===== src/rtl/keypad_scanner_if.sv =====
// Keypad pin and lock-controller bundle for the 4x4 keypad scanner.
// master is the scanner side; slave is the keypad/consumer side.
`timescale 1ns/1ps
interface keypad_scanner_if;
  logic [3:0] row;
  logic [3:0] col;
  logic [4:0] keycode;
  logic       newkey;

  modport master (
    input  row,
    output col,
    output keycode,
    output newkey
  );

  modport slave (
    output row,
    input  col,
    input  keycode,
    input  newkey
  );
endinterface


===== src/rtl/keypad_scanner.sv =====
// 4x4 matrix keypad scanner: rotates an active-low column drive, debounces
// single-key presses and releases, and emits a keycode with a newkey strobe.
`timescale 1ns/1ps
module keypad_scanner #(
  parameter int unsigned DEBOUNCE = 4,
  parameter int unsigned SETTLE   = 2
) (
  input  logic            clk5,
  input  logic            reset,
  keypad_scanner_if.master kp
);

  typedef enum logic [2:0] {
    ST_SCAN,
    ST_DEBOUNCE,
    ST_PRESS,
    ST_HELD,
    ST_RELEASE
  } state_e;

  localparam logic [2:0] SETTLE_LAST = 3'(SETTLE - 1);
  localparam logic [3:0] DEB_COUNT   = 4'(DEBOUNCE);

  state_e     state_q;
  logic [1:0] col_idx_q;
  logic [3:0] col_q;
  logic [2:0] settle_q;
  logic [3:0] cnt_q;
  logic [3:0] idx_q;
  logic [3:0] pattern_q;
  logic [4:0] keycode_q;
  logic       newkey_q;

  logic       single_low;
  logic [1:0] row_idx;
  logic [1:0] col_inc;
  logic [3:0] cnt_inc;
  logic       row_idle;

  function automatic logic [3:0] col_mask(input logic [1:0] idx);
    return ~(4'b0001 << idx);
  endfunction

  // A capture needs exactly one row low; several low rows are ghosting.
  always_comb begin
    single_low = 1'b1;
    row_idx    = 2'd0;
    case (kp.row)
      4'b1110: row_idx = 2'd0;
      4'b1101: row_idx = 2'd1;
      4'b1011: row_idx = 2'd2;
      4'b0111: row_idx = 2'd3;
      default: single_low = 1'b0;
    endcase
  end

  assign col_inc  = col_idx_q + 2'd1;
  assign cnt_inc  = cnt_q + 4'd1;
  assign row_idle = (kp.row == 4'b1111);

  // NOTE: reset is synchronous, so it lives inside the clocked block and only
  // takes effect on a rising edge; all state uses non-blocking assignments.
  always_ff @(posedge clk5) begin
    if (!reset) begin
      state_q   <= ST_SCAN;
      col_idx_q <= 2'd0;
      col_q     <= 4'b1110;
      settle_q  <= 3'd0;
      cnt_q     <= 4'd0;
      idx_q     <= 4'd0;
      pattern_q <= 4'd0;
      keycode_q <= 5'd0;
      newkey_q  <= 1'b0;
    end else begin
      // NOTE: default the strobe low each cycle so it can only ever be a pulse.
      newkey_q <= 1'b0;
      unique case (state_q)
        ST_SCAN: begin
          if (settle_q >= SETTLE_LAST) begin
            settle_q <= 3'd0;
            if (single_low) begin
              idx_q     <= {row_idx, col_idx_q};
              pattern_q <= kp.row;
              cnt_q     <= 4'd1;
              state_q   <= ST_DEBOUNCE;
            end else begin
              col_idx_q <= col_inc;
              col_q     <= col_mask(col_inc);
            end
          end else begin
            settle_q <= settle_q + 3'd1;
          end
        end

        ST_DEBOUNCE: begin
          if (kp.row == pattern_q) begin
            cnt_q <= cnt_inc;
            if (cnt_inc >= DEB_COUNT) begin
              state_q <= ST_PRESS;
              newkey_q  <= 1'b1;
              keycode_q <= {1'b1, idx_q};
            end
          end else begin
            cnt_q     <= 4'd0;
            settle_q  <= 3'd0;
            col_idx_q <= col_inc;
            col_q     <= col_mask(col_inc);
            state_q   <= ST_SCAN;
          end
        end

        ST_PRESS: begin
          cnt_q   <= 4'd0;
          state_q <= ST_HELD;
        end

        // Extra keys while held are ignored: no rollover, no second strobe.
        ST_HELD: begin
          if (row_idle) begin
            cnt_q   <= 4'd1;
            state_q <= ST_RELEASE;
          end
        end

        ST_RELEASE: begin
          if (!row_idle) begin
            cnt_q   <= 4'd0;
            state_q <= ST_HELD;
          end else if (cnt_inc >= DEB_COUNT) begin
            cnt_q     <= 4'd0;
            settle_q  <= 3'd0;
            keycode_q <= 5'd0;
            col_idx_q <= 2'd0;
            col_q     <= 4'b1110;
            state_q   <= ST_SCAN;
          end else begin
            cnt_q <= cnt_inc;
          end
        end

        default: begin
          state_q   <= ST_SCAN;
          col_idx_q <= 2'd0;
          col_q     <= 4'b1110;
          settle_q  <= 3'd0;
          cnt_q     <= 4'd0;
        end
      endcase
    end
  end

  assign kp.col     = col_q;
  assign kp.keycode = keycode_q;
  assign kp.newkey  = newkey_q;

endmodule


===== src/flat_wrapper.sv =====
// flat-port wrapper written by rule: the top's interface ports become plain ports
module keypad_scanner_flat 
#(
  parameter int unsigned DEBOUNCE = 4,
  parameter int unsigned SETTLE   = 2
)
  (clk5, reset, kp_row, kp_col, kp_keycode, kp_newkey);
  keypad_scanner_if kp_i ();
  input  logic clk5;
  input  logic reset;
  input wire logic [$bits(kp_i.row)-1:0] kp_row;
  output wire logic [$bits(kp_i.col)-1:0] kp_col;
  output wire logic [$bits(kp_i.keycode)-1:0] kp_keycode;
  output wire logic [$bits(kp_i.newkey)-1:0] kp_newkey;
  assign kp_i.row = kp_row;
  assign kp_col = kp_i.col;
  assign kp_keycode = kp_i.keycode;
  assign kp_newkey = kp_i.newkey;
  keypad_scanner #(.DEBOUNCE(DEBOUNCE), .SETTLE(SETTLE)) u_core (.clk5(clk5), .reset(reset), .kp(kp_i));
endmodule

===== config.mk =====
export PLATFORM = sky130hd
export DESIGN_NAME = keypad_scanner_flat
export DESIGN_NICKNAME = d
export VERILOG_FILES = /design/src/rtl/keypad_scanner_if.sv /design/src/rtl/keypad_scanner.sv /design/src/flat_wrapper.sv
export SDC_FILE = /design/constraint.sdc
export NUM_CORES = 1
export LEC_CHECK = 0
export CAP_MARGIN = 20
export CORE_MARGIN = 2
export CORE_UTILIZATION = 30
export CTS_CLUSTER_DIAMETER = 80
export DETAILED_ROUTE_END_ITERATION = 10
export SLEW_MARGIN = 25
export SYNTH_ARGS = -nofsm -noshare
export SYNTH_HDL_FRONTEND = slang
export SYNTH_SLANG_ARGS = --single-unit

===== constraint.sdc =====
create_clock -name clk5 -period 3.78 [get_ports clk5]
set_input_delay 0.378 -clock clk5 [delete_from_list [all_inputs] [get_ports clk5]]
set_output_delay 0.378 -clock clk5 [all_outputs]
set_load 0.02 [all_outputs]

# Yosys cells after proc, flatten, opt, wreduce, memory -nomap -nowiden

Cells that the tools add are included.

Logic and storage cells: 88
Register bits after elaboration: 30
Output and inout port bits: 10
Bits of input ports: 6

Reductions and logical operators: 11
$lt $le $gt $ge: 2
Shift operators: 1
Bitwise logic cells: 2
Equality and inequality tests: 21
Mux-type cells: 39
Add/sub/neg operators: 3

Operators with widths:

| cell                                                              | number |
|---|---|
| 2-to-1 mux 4 bit                                                  | 11 |
| one-hot mux 4 bit (4 select lines)                                | 2 |
| 2-to-1 mux 3 bit                                                  | 10 |
| 2-to-1 mux 5 bit                                                  | 4 |
| equality test 4 bit, second input constant                        | 4 |
| one-hot mux 3 bit (5 select lines)                                | 1 |
| != test 2 x 1 -> 1 bit, second input constant                     | 7 |
| one-hot mux 3 bit (4 select lines)                                | 1 |
| 2-to-1 mux 2 bit                                                  | 5 |
| one-hot mux 5 bit (2 select lines)                                | 1 |
| AND reduction 5 bit                                               | 2 |
| AND reduction 3 bit                                               | 3 |
| one-hot mux 2 bit (4 select lines)                                | 1 |
| equality test 3 x 2 -> 1 bit, second input constant               | 2 |
| != test 3 bit, second input constant                              | 2 |
| one-hot mux 2 bit (3 select lines)                                | 1 |
| AND reduction 6 bit                                               | 1 |
| adder 4 x 1 -> 4 bit, second input constant                       | 1 |
| equality test 4 x 3 -> 1 bit, second input constant               | 1 |
| equality test 4 bit                                               | 1 |
| greater-or-equal comparator 4 x 3 -> 1 bit, second input constant | 1 |
| != test 2 bit, second input constant                              | 2 |
| NOT 4 bit                                                         | 1 |
| AND reduction 4 bit                                               | 1 |
| 12 further kinds                                                  | 13 |

# Depth between registers and ports, before layout

Depth after elaboration: 6
Gate-level depth with buffers: 7
Mapped depth without buffers: 7

# Worst setup path before layout

Ideal clock, no wire load.

Kind: register to register
Start: register u_core.cnt_q[0]
End: register u_core.col_q[0] (netlist: u_core.kp.col[0])
Data arrival time: 1536 ps
Setup time: 135 ps
Slack: 2110 ps
Data required time: 3645 ps
Stages on the path, launching flop included: 7
Buffers on the path: 0
Clock period less this slack: 1670 ps
Cell sequence: dfxtp_1 ha_1 nor3_1 a41oi_2 a21oi_1 o31ai_4 o22ai_1

Cells in the longest elaborated chain, start to end: 4

RTL lines:

| element                                    | line                  | source |
|---|---|---|
| start: declaration                         | keypad_scanner.sv:28  | `logic [3:0] cnt_q;` |
| start signal: assignment                   | keypad_scanner.sv:97  | `cnt_q <= cnt_inc;` |
| start signal: assignment                   | keypad_scanner.sv:137 | `cnt_q <= cnt_inc;` |
| adder 4 x 1 -> 4 bit                       | keypad_scanner.sv:58  | `assign cnt_inc = cnt_q + 4'd1;` |
| greater-or-equal comparator 4 x 3 -> 1 bit | keypad_scanner.sv:129 | `end else if (cnt_inc >= DEB_COUNT) begin` |
| != test 2 x 1 -> 1 bit (no line)           | --                    |  |
| AND reduction 6 bit (no line)              | --                    |  |
| end signal: assignment                     | keypad_scanner.sv:88  | `col_q <= col_mask(col_inc);` |
| end signal: assignment                     | keypad_scanner.sv:107 | `col_q <= col_mask(col_inc);` |
| end: declaration                           | keypad_scanner.sv:26  | `logic [3:0] col_q;` |

No other way between the ends.
A chain may end at the register's enable or synchronous reset.

# Worst setup path in the final report

Start: input kp_row[1]
End: register u_core.idx_q[3]

Cells in the longest elaborated chain, start to end: 4
Elaborated cells on any way between the ends: 8
Those cells by class: eq/ne: 4; mux: 2; reduce/logical: 2

RTL lines:

| element                                                             | line                 | source |
|---|---|---|
| start: declaration                                                  | flat_wrapper.sv:11   | `input wire logic [$bits(kp_i.row)-1:0] kp_row;` |
| equality test 4 bit or equality test 4 x 3 -> 1 bit (tied branches) | keypad_scanner.sv:48 | `case (kp.row)` |
| OR reduction 4 bit (no line)                                        | --                   |  |
| 2-to-1 mux 1 bit                                                    | keypad_scanner.sv:48 |  |
| AND reduction 3 bit (no line)                                       | --                   |  |
| end signal: assignment                                              | keypad_scanner.sv:82 | `idx_q <= {row_idx, col_idx_q};` |
| end: declaration                                                    | keypad_scanner.sv:29 | `logic [3:0] idx_q;` |

Parallel ways exist; a longest one is shown, timed or not.

==> results <==
- The flow ran to the end, and the final reports show no timing, DRC or antenna violations.
- STA puts the critical path data arrival time at between 2 and 2.5 ns.
- The number of antenna violations at the first check in global routing came to 0.
- The most used flip-flop cell after synthesis is sky130_fd_sc_hd__dfxtp_1.
- Routability-driven placement finished with a final weighted congestion of 0.853.
- The synthesized area per cell is ~9.3 µm².
- For this run, design rule violations remaining after detail routing come to 0.
- The floorplan step defined a core boundary enclosing roughly 0.0051 mm².
- Using the TritonRoute via totals, the vias-per-cell ratio works out to 4.92.
- The final count of pins violating max slew is 0.
- The routed wire length per instance is roughly 12 µm.
- The worst path needs about 2.1 ns of the cycle, external delays included.
- The via count of the first global-routing pass came to 1198.
- The share of synthesized area in the top cell type comes to 37.1%.
- The critical path is of the input port to flip-flop type.
- The total of endpoints with negative setup slack in the final report is 0.
- The number of enable-type register cells in the synthesized netlist is 0.
- The minimum setup slack after placement is roughly 1.4 ns.
- Of the total power, registers draw 41.2%.
- The slack of the critical path is 1.71 ns.
- The die is 77.4 µm tall.
- Sequential elements use approximately 37% of the synthesized area.
- In this run, post-CTS hold repair placed 0 buffers.
- The area of the die is around 0.0060 mm².
- Measured along the x axis, the die boundary spans ~77 µm.
- After synthesis, the share of flip-flops with an asynchronous set or reset is 0%.
- The clock reaches the later pin of the worst-skew pair after 0.28 ns.
- TritonCTS built the clock tree.
- The warning count from the yosys run is 0.
- STA puts the critical path data required time at a little under 4 ns.
- The synthesized netlist contains 48 unique library cells.
- The number of CTS-inserted buffers is 5.
- The number of violations of the max-capacitance limit is 0.
- The transition time at the pin with the least slew margin is between 0.8 and 0.9 ns.
- The post-detailed-placement half-perimeter wirelength is approximately 2300 µm.
- For this design the ratio of total power to cell area is approximately 550 mW/mm².
- The via count is ~1300.
- The final-report hold violation count is 0.
- The switching share of power is 34.5%.
- The detailed-router iteration count before antenna repair is 4.
- The combinational share of power is between 30 and 40%.
- The tightest min-delay check is of the flip-flop to flip-flop type.
- Setup repair after global routing left no endpoint under its margin.
- The number of placement rows is 26.
- Derived from the worst setup path, the maximum achievable clock frequency is between 400 and 500 MHz.
- The number of setup buffers added after CTS is 0.
- In this run the tightest slew margin relative to its limit is around 44%.
- 16 I/O pins were placed.
- Dividing the final minimum period by the clock period gives between 50% and 60%.
- Once the floorplan was initialized, standard cells occupied a little under a third of the core.
- The proportion of power drawn by the clock network is 24.3%.
- After clock tree synthesis, the repair step resized 0 gates.
- The worst setup path is launched from an input port.
- The count of inserted antenna diode cells is 0.
- The final layout contains between 150 and 200 nets.
- The TritonCTS sink count is 30.
- The ratio of cells with drive above 1 in the final layout is between 8 and 9%.
- The capturing element type of the critical path is a flip-flop.
- The internal power of the cells is about 0.00066 W.
- The switching power is approximately 0.00035 W.
- For this design the static power due to leakage is roughly 0.68 nW.
- The post-synthesis instance area is 0.00162 mm².
- The total negative setup slack is 0 ns.
- The clock root buffer is sky130_fd_sc_hd__clkbuf_8.
- Leaving out fill and tap cells, the most frequent cell in the layout is sky130_fd_sc_hd__dfxtp_1.
- Along the worst path, the maximum fanout reaches 10.
- The overflow left after global routing is 0.
- The total track usage is around 12%.
- The longest clock path from root to sink contains 2 buffers.
- The number of H-tree levels is 2.
- Ranked by total cell area, the synthesized netlist is headed by sky130_fd_sc_hd__dfxtp_1 (37%), sky130_fd_sc_hd__ha_1 (5.4%), sky130_fd_sc_hd__mux2i_1 (4.9%).
- Compared with the post-synthesis result, the final layout area differs by 14.2%.
- Clock-pin slew was measured on the worst setup and hold paths at roughly 0.06 ns.
- The post-synth net total is about 190.
- The number of synthesized register bits is 30.
- The worst clock skew is roughly 0.0023 ns.
- The largest net degree at the start of global routing is 18.
- Synthesis handed over a netlist of approximately 170 instances.
- The cell taking the most area after synthesis is sky130_fd_sc_hd__dfxtp_1.
- IR analysis of the VDD net gives a maximum drop of 0.358 mV.
- Measured on the finished design, the core utilization comes to between 30% and 40%.
- Port buffering added 15 buffers.
- The number of violations reported at the end of detailed-routing iteration 0 is 62.
- Summed over all layers, the routed wires come to ~3100 µm.
- In the layout the commonest cells are sky130_fd_sc_hd__dfxtp_1 (30), sky130_fd_sc_hd__nand2_1 (20), sky130_fd_sc_hd__nor2_1 (15), sky130_fd_sc_hd__clkdlybuf4s50_1 (15).
- The wire length of the first global-routing pass is 5640 µm.
- The post-route antenna net violation count is 0.
- The design draws about 0.0010 W.
==> cell type report <==
| type | count | area, µm² |
|---|---|---|
| Sequential cell | 30 | 601 |
| Clock buffer | 6 | 82.6 |
| Fill cell | 554 | 3290 |
| Timing Repair Buffer | 15 | 150 |
| Tap cell | 70 | 87.6 |
| Inverter | 7 | 26.3 |
| Multi-Input combinational cell | 127 | 900 |
==> registers in the layout (all words and copies together), names as in the netlist <==
register and count:
u_core.cnt_q 4, u_core.idx_q 4, u_core.settle_q 3, u_core.kp.keycode 5, u_core.kp.col 4, u_core.kp.newkey 1
u_core.col_idx_q 2, u_core.state_q 3, u_core.pattern_q 4
==> critical path, cell delays in order <==
cell                              delay [ns]
sky130_fd_sc_hd__clkdlybuf4s50_1        0.60
sky130_fd_sc_hd__xnor2_2                0.25
sky130_fd_sc_hd__o211ai_4               0.29
sky130_fd_sc_hd__nand3_4                0.20
sky130_fd_sc_hd__or3_1                  0.41
sky130_fd_sc_hd__a21oi_1                0.13
==> power groups by stage <==
stage                     Sequential, W  Combinational, W  Clock (W)
after floorplan                0.000422          0.000267          0
after global placement         0.000425          0.000350          0
after detailed placement       0.000425          0.000349          0
after CTS                      0.000419          0.000353   0.000255
after global routing           0.000428          0.000389   0.000269
final                          0.000418          0.000349   0.000246
==> logic make-up (layout without fill, tap and decap cells) <==
logic type | after synthesis | after routing | share of synthesized area [%]
AND/OR/NAND/NOR | 63 | 63 | 20.4
AO/OA/AOI/OAI | 43 | 43 | 21.1
flip-flops | 30 | 30 | 37.1
buffers and inverters | 17 | 28 | 7.27
multiplexers | 8 | 8 | 4.95
adder cells (fa/ha/maj) | 7 | 7 | 5.41
XOR/XNOR | 6 | 6 | 3.71
==> worst paths after layout <==
| check | from | to | slack [ns] | cells past startpoint |
|---|---|---|---|---|
| min reg2reg | u_core.kp.col[0]$_SDFFE_PN0P_ | u_core.kp.col[0]$_SDFFE_PN0P_ | 0.46 | 2 |
| max reg2reg | u_core.settle_q[1]$_SDFFE_PN0P_ | u_core.col_idx_q[1]$_SDFFE_PN0P_ | 1.75 | 6 |
| max | kp_row[1] | u_core.idx_q[3]$_SDFFE_PN0P_ | 1.71 | 6 |
| min | u_core.kp.col[0]$_SDFFE_PN0P_ | u_core.kp.col[0]$_SDFFE_PN0P_ | 0.46 | 2 |
==> metrics by stage <==
step / cells / cell area [µm²] / hold WS (ns)
after floorplan: 174 / 1620 / 0.432
after CTS: 255 / 1850 / 0.467
after global placement: 249 / 1760 / 0.447
after global routing: 255 / 1850 / 0.490
final: 255 / 1850 / 0.456
after detailed placement: 249 / 1760 / 0.450
==> synthesized netlist by cell type, types with 2 or more instances <==
cell type / n
sky130_fd_sc_hd__inv_1: 7
sky130_fd_sc_hd__dfxtp_1: 30
sky130_fd_sc_hd__nand4b_1: 2
sky130_fd_sc_hd__nor3_1: 4
sky130_fd_sc_hd__nand4_1: 2
sky130_fd_sc_hd__a2bb2oi_1: 3
sky130_fd_sc_hd__or3_1: 2
sky130_fd_sc_hd__a31oi_1: 3
sky130_fd_sc_hd__o22ai_1: 8
sky130_fd_sc_hd__o21ai_0: 6
sky130_fd_sc_hd__ha_1: 7
sky130_fd_sc_hd__nand3b_1: 2
sky130_fd_sc_hd__buf_6: 2
sky130_fd_sc_hd__a41o_1: 2
sky130_fd_sc_hd__nand3_1: 6
sky130_fd_sc_hd__xnor2_1: 5
sky130_fd_sc_hd__nand2_1: 20
sky130_fd_sc_hd__nor2_1: 15
sky130_fd_sc_hd__and3_1: 2
sky130_fd_sc_hd__clkbuf_8: 3
sky130_fd_sc_hd__a21oi_1: 7
sky130_fd_sc_hd__mux2i_1: 8
sky130_fd_sc_hd__clkbuf_1: 3
==> layer usage <==
layer	part of all wire, %	global-route usage (%)	vias up
li1	-	-	656
met1	51	16.0	567
met2	42	17.4	25
met3	4.9	3.26	7
met4	1.7	3.75	0
met5	0	0	-
(Power assumes the default switching activity.)
==> RTL change 1 (config.mk and constraints unchanged) <==
Encoding of `state_e`: now one-hot (5 bits for 5 states).
--- a/src/rtl/keypad_scanner.sv
+++ b/src/rtl/keypad_scanner.sv
@@ -12,8 +12,8 @@
 
-  typedef enum logic [2:0] {
-    ST_SCAN,
-    ST_DEBOUNCE,
-    ST_PRESS,
-    ST_HELD,
-    ST_RELEASE
+  typedef enum logic [4:0] {
+    ST_SCAN     = 5'b00001,
+    ST_DEBOUNCE = 5'b00010,
+    ST_PRESS    = 5'b00100,
+    ST_HELD     = 5'b01000,
+    ST_RELEASE  = 5'b10000
   } state_e;
Function: no difference found for any inputs over 10 cycles, from zero or initial values and one cycle with reset low; not proved beyond that.
==> RTL change 1 against the original RTL <==
  * Final area up 6.0%
  * Global-route usage up 0.23 points
  * Maximum frequency down 12%
  * Die area up 4.3%
  * Clock power up 11%
  * Sequential power up 7.9%
  * Sequential cell count up 2
  * Area after synthesis up 4.5%
  * Power up 11%
  * Count of clock-buffer cells in the layout unchanged
  * Non-clock buffer count unchanged
  * Setup slack worse by 0.29 ns
  * Cell count up 9.4%
  * Wire length up 9.8%
  * Critical path type unchanged
  * Highest routed layer unchanged
==> RTL change 1: results (changes against the original RTL) <==
\begin{tabular}{lr}
\hline
Metric & Value \\
\hline
\multicolumn{2}{l}{\textbf{Placed design}} \\
Worst Setup Slack post-DPL & 1.15 ns (-0.274 ns) \\
Detailed-placement wirelength estimate & 2430 um (+6.4\%) \\
Final Wtd Congestion & 0.761 (-11\%) \\
\multicolumn{2}{l}{\textbf{Worst hold path}} \\
Worst min-delay path endpoint & u\_core.kp.keycode[1]\$\_SDFFE\_PN0P\_ \\
Hold path startpoint & u\_core.idx\_q[1]\$\_SDFFE\_PN0P\_ \\
\multicolumn{2}{l}{\textbf{Power}} \\
Worst VDD drop & 0.000245 V (-32\%) \\
Combinational logic power & 0.398 mW (+14\%) \\
Pint & 0.726 mW (+9.5\%) \\
Power after layout & 1.12 mW (+11\%) \\
\multicolumn{2}{l}{\textbf{Final layout}} \\
Layout cells sized above 1 & 7.25\% (-1.4 points) \\
Filler cells & 581 (+4.9\%) \\
Clock tree cell share of total cell area & 4.73\% (+0.26 points) \\
Final net count & 219 (+10\%) \\
Multi-input logic portion of the cell area & 49.5\% (+0.78 points) \\
\multicolumn{2}{l}{\textbf{Global route}} \\
M2 GR Usage & 19.6\% (+2.2 points) \\
Via count of the first global-routing pass & 1302 (+8.7\%) \\
Global routing usage on met3 & 3.52\% (+0.27 points) \\
Largest net degree at the start of global routing & 26 (+8) \\
Total routing usage reported by global routing & 11.8\% (+0.23 points) \\
\multicolumn{2}{l}{\textbf{Run status}} \\
Status & complete, no violations \\
\multicolumn{2}{l}{\textbf{Setup path}} \\
Setup slack of the worst register-to-register path & 1.52 ns (-0.23 ns) \\
Capturing instance or port of the critical path & u\_core.kp.col[2]\$\_SDFFE\_PN1P\_ \\
Worst-path maximum fanout & 8 (-2) \\
\multicolumn{2}{l}{\textbf{Detailed routing}} \\
Met3 wire len & 143 um (-5.9\%) \\
Vias after detailed routing & 1383 (+10\%) \\
Detailed-route wire length & 3440 um (+9.8\%) \\
M1 WL & 1610 um (-0.19\%) \\
\multicolumn{2}{l}{\textbf{Logic synthesis}} \\
Synthesized Nets & 209 (+12\%) \\
Compound-cell area share of the yosys netlist & 16.1\% (-5.1 points) \\
Number of register bits inferred by synthesis & 32 (+6.7\%) \\
Largest cells by area after synthesis & dfxtp\_1 38\%, mux2i\_1 5.9\%, ha\_1 5.2\% \\
Share of synthesized area occupied by flip-flops and latches & 37.9\% (+0.77 points) \\
Xor and xnor fraction of the mapped netlist area & 4.15\% (+0.43 points) \\
\hline
\end{tabular}
-- RTL change 1: changes by cell type in the layout (fill, tap and decap cells not counted), moves of 3 or more --
cell and delta:
nand3b_1 +3, a31oi_1 -3, o22ai_1 -8, nor3_1 +4, inv_1 -4, mux2_4 +3, nor2b_1 +3, o21ai_0 +9
a21oi_1 +9, a2bb2oi_1 -3, nand2b_1 +4
-- RTL change 1: stage by stage --
step | hold WS, ns | std cells | instance area, um^2
after CTS | 0.463 | 279 | 1960
final | 0.460 | 279 | 1960
after global placement | 0.446 | 271 | 1860
after global routing | 0.484 | 279 | 1960
after detailed placement | 0.452 | 271 | 1860
after floorplan | 0.432 | 196 | 1690
-- RTL change 1: critical path: stages --
cell and delay, ns:
clkdlybuf4s50_1 0.64, xnor2_1 0.17, nand4_1 0.30, o21ai_1 0.34
or3b_1 0.38, mux2_4 0.33
==> RTL change 2 (same settings) <==
Without the edit above. Make the reset (`reset`) asynchronous in one clocked block.
--- a/src/rtl/keypad_scanner.sv
+++ b/src/rtl/keypad_scanner.sv
@@ -62,3 +62,3 @@
   // takes effect on a rising edge; all state uses non-blocking assignments.
-  always_ff @(posedge clk5) begin
+  always_ff @(posedge clk5 or negedge reset) begin
     if (!reset) begin
Behaviour: differs if reset is asserted again (counterexample within 4 cycles, from zero or initial values and one cycle with reset low); with reset held inactive, the same outputs for 10 cycles.
==> RTL change 2 against the original RTL <==
  * Non-clock buffer count increased by 1
  * Wire length is 2.6% lower
  * Clock power is 24% higher
  * Power grew 27%
  * Critical path depth down 1
  * Area after synthesis up 1.1%
  * Final area is 5.1% higher
  * Maximum frequency fell by 8.3%
  * Sequential cell count is the same
  * Setup slack worse by 0.19 ns
  * Largest cell class unchanged
  * Highest routed layer unchanged
==> RTL change 2: results (changes against the original RTL) <==
\begin{tabular}{lr}
\hline
Metric & Value \\
\hline
\multicolumn{2}{l}{\textbf{STA}} \\
Worst Hold Slack & 0.489 ns (+0.0325 ns) \\
Achievable Freq & 443 MHz (-8.3\%) \\
Transition time at the pin with the least slew margin & 0.583 ns (-0.249 ns) \\
\multicolumn{2}{l}{\textbf{Global route}} \\
Met1 track utilization from global routing & 15.0\% (-0.94 points) \\
Global routing usage on met3 & 3.49\% (+0.23 points) \\
Via count of the first global-routing pass & 1088 (-9.2\%) \\
\multicolumn{2}{l}{\textbf{Detailed routing}} \\
Vias per cell & 4.85 (-1.5\%) \\
Detailed-route wire length & 3050 um (-2.6\%) \\
Count of routing violations after the opening detailed-route iteration & 47 (-24\%) \\
Met3 wire len & 103 um (-32\%) \\
Vias after detailed routing & 1130 (-10\%) \\
Detail Route met2 WL & 1350 um (+2.1\%) \\
\multicolumn{2}{l}{\textbf{Placed design}} \\
Final Wtd Congestion & 0.819 (-4.0\%) \\
Post-detailed-placement cell area & 1830 um\^{}2 (+3.8\%) \\
Detailed-placement wirelength estimate & 2130 um (-6.7\%) \\
Worst Setup Slack post-DPL & 1.20 ns (-0.225 ns) \\
\multicolumn{2}{l}{\textbf{Final layout}} \\
Clock tree cell share of total cell area & 5.67\% (+1.2 points) \\
Total of plain and repair buffers excluding clock buffers & 16 (+1) \\
Area taken by multi-input logic gates & 821 um\^{}2 (-8.8\%) \\
Final net count & 175 (-12\%) \\
Number of logic inverters in the finished layout & 3 (-4) \\
Signal buf overhead & 8.12\% (-0.012 points) \\
\multicolumn{2}{l}{\textbf{Logic synthesis}} \\
Largest cells by area after synthesis & dfrtp\_1 41\%, mux2\_2 10\%, ha\_1 5.4\% \\
List of most frequent post-synthesis cells & 27 x dfrtp\_1, 15 x mux2\_2, 14 x nand2\_1, 8 x o21ai\_0, 7 x ha\_1 \\
Xor and xnor fraction of the mapped netlist area & 3.67\% (-0.040 points) \\
Compound-cell area share of the yosys netlist & 15.3\% (-5.8 points) \\
FFs w/ async S/R, synth & 100\% (+100 points) \\
Proportion of netlist area held by the largest area contributor & 41.3\% (+4.2 points) \\
Portion of netlist area occupied by mux cells & 10.9\% (+6.0 points) \\
\multicolumn{2}{l}{\textbf{Setup path}} \\
WP data arrival & 2.42 ns (+0.15 ns) \\
Startpoint of the worst-slack reg-to-reg timing path & u\_core.cnt\_q[0]\$\_DFFE\_PN0P\_ \\
Worst setup path startpoint & kp\_row[3] \\
Delay of the slowest critical-path stage & 0.67 ns (+0.07 ns) \\
Crit-path leading delay family & buffers and inverters \\
\multicolumn{2}{l}{\textbf{Power}} \\
Switching Power & 0.435 mW (+24\%) \\
Combinational share of power & 37.0\% (+2.6 points) \\
Leakage Power & 0.827 nW (+22\%) \\
Worst VDD drop & 0.000340 V (-5.2\%) \\
\multicolumn{2}{l}{\textbf{Run status}} \\
Status & complete, no violations \\
\multicolumn{2}{l}{\textbf{Worst hold path}} \\
Hold crit path type & in -> async \\
\hline
\end{tabular}
[RTL change 2: cell types whose count changed after synthesis, moves of 4 or more]
cell,unedited run,this run
dfrtp_1,0,27
buf_2,0,5
mux2_2,0,15
nor2_1,15,5
nand2_1,20,14
inv_1,7,3
a22o_1,0,6
dfxtp_1,30,0
o22ai_1,8,2
mux2i_1,8,1
[RTL change 2: worst paths after layout]
path | cells after the start | to
setup / recovery | 5 | u_core.col_idx_q[0]$_DFFE_PN0P_
hold / removal | 2 | u_core.cnt_q[1]$_DFFE_PN0P_
setup reg to reg | 6 | u_core.col_idx_q[0]$_DFFE_PN0P_
hold reg to reg | 1 | u_core.kp.keycode[3]$_DFFE_PN0P_
max in group asynchronous | 2 | u_core.kp.col[1]$_DFFE_PN1P_
min in group clk5 | 1 | u_core.kp.keycode[3]$_DFFE_PN0P_
[RTL change 2: logic make-up after synthesis]
group | count (synthesis)
simple gates | 45
xor+xnor | 6
mux | 16
compound gates | 32
buf+inv | 11
flops | 30
fa+ha+maj | 7
